[config.mk]
export PLATFORM = sky130hd
export DESIGN_NAME = jtag_tap_responder
export DESIGN_NICKNAME = d
export VERILOG_FILES = /design/src/rtl/jtag_tap_responder.sv
export SDC_FILE = /design/constraint.sdc
export NUM_CORES = 1
export LEC_CHECK = 0
export CELL_PAD_IN_SITES_DETAIL_PLACEMENT = 0
export CELL_PAD_IN_SITES_GLOBAL_PLACEMENT = 1
export CORE_UTILIZATION = 33
export CTS_CLUSTER_DIAMETER = 150
export DETAILED_ROUTE_END_ITERATION = 6
export PLACE_DENSITY = 0.89
export SYNTH_ARGS = -nofsm -noshare
export SYNTH_HDL_FRONTEND = slang
export SYNTH_SLANG_ARGS = --single-unit
[constraint.sdc]
create_clock -name tck -period 1.6 [get_ports tck]
set_input_delay 0.16 -clock tck [delete_from_list [all_inputs] [get_ports tck]]
set_output_delay 0.16 -clock tck [all_outputs]
set_load 0.02 [all_outputs]
[src/rtl/jtag_tap_responder.sv]
// IEEE 1149.1 TAP controller: IR decode, BYPASS and scan-chain strobes.
// Define JTAG_TAP_IDCODE_EN to add a 32-bit IDCODE register on instruction 8'h3E.
module jtag_tap_responder #(
    parameter int unsigned NUM_CHAINS   = 16,
    parameter logic [31:0] IDCODE_VALUE = 32'h1000_0001
) (
    input  logic                  tck,
    input  logic                  trstb,
    input  logic                  tms,
    input  logic                  tdi,
    output logic                  tdob,
    input  logic [NUM_CHAINS-1:0] chain_so,
    output logic [3:0]            chain_sel,
    output logic                  rd_en,
    output logic                  wrt_en,
    output logic                  capture_dr,
    output logic                  shift_dr,
    output logic                  update_dr,
    output logic [3:0]            tap_state
);

    typedef enum logic [3:0] {
        TLR      = 4'hF,
        RTI      = 4'hC,
        SEL_DR   = 4'h7,
        CAP_DR   = 4'h6,
        SH_DR    = 4'h2,
        EX1_DR   = 4'h1,
        PAUSE_DR = 4'h3,
        EX2_DR   = 4'h0,
        UPD_DR   = 4'h5,
        SEL_IR   = 4'h4,
        CAP_IR   = 4'hE,
        SH_IR    = 4'hA,
        EX1_IR   = 4'h9,
        PAUSE_IR = 4'hB,
        EX2_IR   = 4'h8,
        UPD_IR   = 4'hD
    } tap_state_e;

`ifdef JTAG_TAP_IDCODE_EN
    localparam logic [7:0] IR_RESET    = 8'h3E;
    localparam logic [7:0] IDCODE_INSN = 8'h3E;
`else
    localparam logic [7:0] IR_RESET    = 8'hFF;
`endif

    tap_state_e state_q;
    tap_state_e state_d;
    logic [7:0] ir_q;
    logic [7:0] ir_shift_q;
    logic       bypass_q;
    logic       chain_hit;
    logic       idcode_hit;
    logic       chain_bit;

    always_ff @(posedge tck) begin
        if (!trstb) begin
            state_q <= TLR;
        end else begin
            state_q <= state_d;
        end
    end

    always_comb begin
        state_d = state_q;
        unique case (state_q)
            TLR:      state_d = tms ? TLR      : RTI;
            RTI:      state_d = tms ? SEL_DR   : RTI;
            SEL_DR:   state_d = tms ? SEL_IR   : CAP_DR;
            CAP_DR:   state_d = tms ? EX1_DR   : SH_DR;
            SH_DR:    state_d = tms ? EX1_DR   : SH_DR;
            EX1_DR:   state_d = tms ? UPD_DR   : PAUSE_DR;
            PAUSE_DR: state_d = tms ? EX2_DR   : PAUSE_DR;
            EX2_DR:   state_d = tms ? UPD_DR   : SH_DR;
            UPD_DR:   state_d = tms ? SEL_DR   : RTI;
            SEL_IR:   state_d = tms ? TLR      : CAP_IR;
            CAP_IR:   state_d = tms ? EX1_IR   : SH_IR;
            SH_IR:    state_d = tms ? EX1_IR   : SH_IR;
            EX1_IR:   state_d = tms ? UPD_IR   : PAUSE_IR;
            PAUSE_IR: state_d = tms ? EX2_IR   : PAUSE_IR;
            EX2_IR:   state_d = tms ? UPD_IR   : SH_IR;
            UPD_IR:   state_d = tms ? SEL_DR   : RTI;
            default:  state_d = TLR;
        endcase
    end

    // TLR holds the IR at its reset instruction, same as trstb.
    always_ff @(posedge tck) begin
        if (!trstb || state_q == TLR) begin
            ir_q <= IR_RESET;
        end else if (state_q == UPD_IR) begin
            ir_q <= ir_shift_q;
        end
    end

    always_ff @(posedge tck) begin
        if (!trstb) begin
            ir_shift_q <= 8'h00;
        end else if (state_q == CAP_IR) begin
            ir_shift_q <= 8'b0000_0001;
        end else if (state_q == SH_IR) begin
            ir_shift_q <= {tdi, ir_shift_q[7:1]};
        end
    end

    always_ff @(posedge tck) begin
        if (!trstb) begin
            bypass_q <= 1'b0;
        end else if (state_q == CAP_DR) begin
            bypass_q <= 1'b0;
        end else if (state_q == SH_DR) begin
            bypass_q <= tdi;
        end
    end

`ifdef JTAG_TAP_IDCODE_EN
    logic [31:0] idcode_q;

    always_ff @(posedge tck) begin
        if (!trstb) begin
            idcode_q <= IDCODE_VALUE;
        end else if (state_q == CAP_DR) begin
            idcode_q <= IDCODE_VALUE;
        end else if (state_q == SH_DR) begin
            idcode_q <= {tdi, idcode_q[31:1]};
        end
    end

    assign idcode_hit = (ir_q == IDCODE_INSN);
`else
    logic unused_idcode;
    assign unused_idcode = ^IDCODE_VALUE;
    assign idcode_hit    = 1'b0;
`endif

    assign chain_hit = (ir_q[5:4] == 2'b00) &&
                       (32'(ir_q[3:0]) < NUM_CHAINS);

    always_comb begin
        chain_bit = 1'b0;
        for (int i = 0; i < int'(NUM_CHAINS) && i < 16; i++) begin
            if (ir_q[3:0] == 4'(i)) begin
                chain_bit = chain_so[i];
            end
        end
    end

    // Inverted serial out; idles high outside the shift states.
    always_comb begin
        tdob = 1'b1;
        unique case (1'b1)
            state_q == SH_IR:
                tdob = ~ir_shift_q[0];
            state_q == SH_DR && chain_hit:
                tdob = ~chain_bit;
`ifdef JTAG_TAP_IDCODE_EN
            state_q == SH_DR && idcode_hit:
                tdob = ~idcode_q[0];
`endif
            state_q == SH_DR && !chain_hit && !idcode_hit:
                tdob = ~bypass_q;
            default:
                tdob = 1'b1;
        endcase
    end

    assign capture_dr = (state_q == CAP_DR) && chain_hit;
    assign shift_dr   = (state_q == SH_DR) && chain_hit;
    assign update_dr  = (state_q == UPD_DR) && chain_hit;

    assign rd_en     = ir_q[7];
    assign wrt_en    = ir_q[6];
    assign chain_sel = ir_q[3:0];
    assign tap_state = state_q;

endmodule

==> metrics.md <==
| Metric | Value |
|---|---|
| Global route total overflow | `0` |
| Total internal power | `849 uW` |
| Slew at the pin closest to its max-slew limit | `0.389 ns` |
| Hold Fails Final Rpt | `0` |
| Post-synth top area cell | `dfxtp_1` |
| Synth top area cells | `dfxtp_1 (40%), mux2i_1 (9.5%), nand2_1 (7.4%), mux4_2 (6.4%), nand3_1 (4.3%)` |
| Leakage | `0.689 nW` |
| Final WL | `2780 um` |
| Diodes inserted | `0` |
| Internal reg-to-reg setup slack | `0.21 ns` |
| GRT Max-Usage Layer | `met2` |
| Violated checks | `negative setup slack` |
| YS warnings | `0` |
| First-pass GRT wire length | `4700 um` |
| Initial antenna violation count | `0` |
| Post-Syn Area | `1060 um^2` |
| H-tree depth | `1` |
| Switch share | `0.298` |
| Die Y | `58.6 um` |
| Final net count | `192` |
| Fmax | `534 MHz` |
| Met1 GRT Util | `0.217` |
| Sw Pwr | `360 uW` |
| Worst Path Arrival | `1.71 ns` |
| CTS Buf Count | `3` |
| Max cap viols | `0` |
| Antenna Nets Post-Route | `0` |
| Max Clock Skew | `0.00361 ns` |
| Routed via count | `1034` |
| Layout Cells excl Fill | `215` |
| Final period util | `1.17` |
| Synthesized area per cell | `8.75 um^2` |
| Power, Total | `1.21 mW` |
| Post-Syn Instances | `121` |
| Syn_nets | `141` |
| Worst path required time | `1.44 ns` |
| Most frequent cells in the layout | `clkdlybuf4s50_1 (22), nand2_1 (21), buf_4 (21), dfxtp_1 (16)` |
| FF-to-FF path depth | `5` |
| Clock-pin slew on the worst setup and hold paths | `0.11 ns` |
| Flop pwr share | `0.481` |
| Status | `complete, but fails checks` |
| Post-CTS Setup Bufs | `0` |
| Die Wd | `58.6 um` |
| Post-synth EDFFs | `0` |
| Placed insts | `211` |
| Pin count of the biggest net entering global routing | `13` |
| Seq/Total Area, Yosys | `0.397` |
| Initial Utilization | `0.347` |
| Detailed Place HPWL | `2070 um` |
| Clk sink count | `21` |
| RR Startpoint | `tap_state[0]$_SDFF_PN1_` |
| Final hold slack | `0.481 ns` |
| Port Buffers | `33` |
| Global Route Usage Sum | `0.183` |
| GR Util met2 | `0.328` |
| Synth top area share | `0.397` |
| Top_reg_cell synth | `dfxtp_1` |
| VDD IR max | `0.410 mV` |
| Most common cell after layout, fill and taps aside | `clkdlybuf4s50_1` |
| WHS Path Cells | `2` |
| Hold wc startpoint | `ir_q[7]$_SDFFE_PP1P_` |
| Vias in the first global route | `1056` |
| Tmin final | `1.87 ns` |
| Std-Cell Rows | `20` |
| Final Setup Violations | `1` |
| DRC violations left | `0` |
| Yosys reg bits | `21` |
| Worst hold path type | `reg -> reg` |
| Die ar. | `3440 um^2` |
| Hold EP | `ir_q[7]$_SDFFE_PP1P_` |
| Max Slew Vio Count | `0` |
| Clk_lat worst skew | `0.30 ns` |
| CP max FO | `6` |
| Worst slew margin | `0.734` |
| Cell Pwr Density | `752 nW/um^2` |
| Worst r2r dst | `ir_q[0]$_SDFFE_PP1P_` |
| Core Region | `3050 um^2` |
| Logic pwr share | `0.314` |
| Clock network fraction of design power | `0.205` |
| TritonCTS clock tree | `yes` |
| Netlist cell types | `32` |
| Final RePlAce weighted congestion | `0.728` |
| Worst Setup Path Type | `reg -> out` |
| Crit end category | `output pin` |
| Vias per inst | `4.81` |
| Clock Path Buffers | `2` |
| DR WL/cell | `12.9 um` |
| Setup crit start kind | `register` |
| Area delta synth->final | `51.8%` |
| Pre-CTS WS | `-0.614 ns` |
| Root buffer cell | `clkbuf_4` |
| DR pass1 iterations | `4` |
| Top Ports | `34` |
| Final worst slack | `-0.273 ns` |
| Starting DRT DRC Count | `29` |
| Asr flop ratio synth | `0` |
| Grt met3 use | `0.0176` |
| RSZ-0062 raised after global routing | `true` |
| Share of cells above drive strength 1 | `0.281` |
critical path, cell delays in order (launching register included):
cell,delay (ns)
dfxtp_4,0.41
mux4_2,0.50
nand3b_1,0.12
o2111ai_2,0.12
o21ai_2,0.14
buf_6,0.13
routing by layer:
metal  up-vias  part of all wire
met2        38              0.51
met1       468              0.42
li1        526                 -
met3         2             0.062
met4         0            0.0097
met5         -                 0
registers in the layout, summed over array words and instances (netlist names):
signal      flops
bypass_q        1
tap_state       4
ir_shift_q      8
ir_q            8
area by class of cell:
type                       count  area [um^2]
fill                         295         1450
multi-input combinational     86          578
timing repair buffer          56          499
sequential                    21          432
tap                           44         55.1
clock buffer                   3         22.5
inverter                       4         15.0
clock inverter                 1         5.00
cell usage after synthesis, types with 3 or more instances:
cell,n
a21oi_1,4
buf_4,5
dfxtp_1,21
mux2i_1,10
mux4_2,3
nand2_1,21
nand3_1,9
nor2_1,11
o211ai_1,3
o21ai_1,3
cell families after synthesis:
logic type,Yosys count,synth area share
buffers and inverters,14,0.0768
DFF,21,0.397
muxes,13,0.158
and+or+nand+nor,54,0.248
AOI/OAI and AO/OA,19,0.119
how the worst max path moves through the flow:
| stage | from | endpoint | depth (start not counted) |
|---|---|---|---|
| after global placement | chain_so[11] | tdob | 6 |
| after floorplan | ir_q[0]$_SDFFE_PP1P_ | tdob | 5 |
| after CTS | ir_q[0]$_SDFFE_PP1P_ | tdob | 5 |
| final | ir_q[0]$_SDFFE_PP1P_ | tdob | 5 |
| after global routing | ir_q[0]$_SDFFE_PP1P_ | tdob | 5 |
| after detailed placement | chain_so[11] | tdob | 6 |
metrics by stage:
stage / utilization / area [um^2] / setup TNS (ns)
after global placement: 0.509 / 1550 / -0.555
after CTS: 0.524 / 1600 / -0.319
after floorplan: - / 1060 / 0
after global routing: 0.526 / 1610 / -0.401
after detailed placement: 0.509 / 1550 / -0.656
final: 0.526 / 1610 / -0.273
power groups by stage:
stage                     logic, mW  registers, mW  clock network [mW]
final                         0.379          0.581               0.248
after global routing          0.413          0.587               0.297
after CTS                     0.378          0.581               0.266
after detailed placement      0.374          0.589                   0
after global placement        0.368          0.588                   0
after floorplan               0.176          0.607                   0
timing repair:
| action | 4_1_cts | 5_1_grt |
|---|---|---|
| endpoints found under the setup margin | 9 | 6 |
| cloned | 0 | 0 |
| gates resized for setup | 29 | 10 |
| hold buffers | 0 | 0 |
| endpoints found under the hold margin | 0 | 0 |
| pin swaps | 2 | 1 |
(Power assumes the default switching activity.)
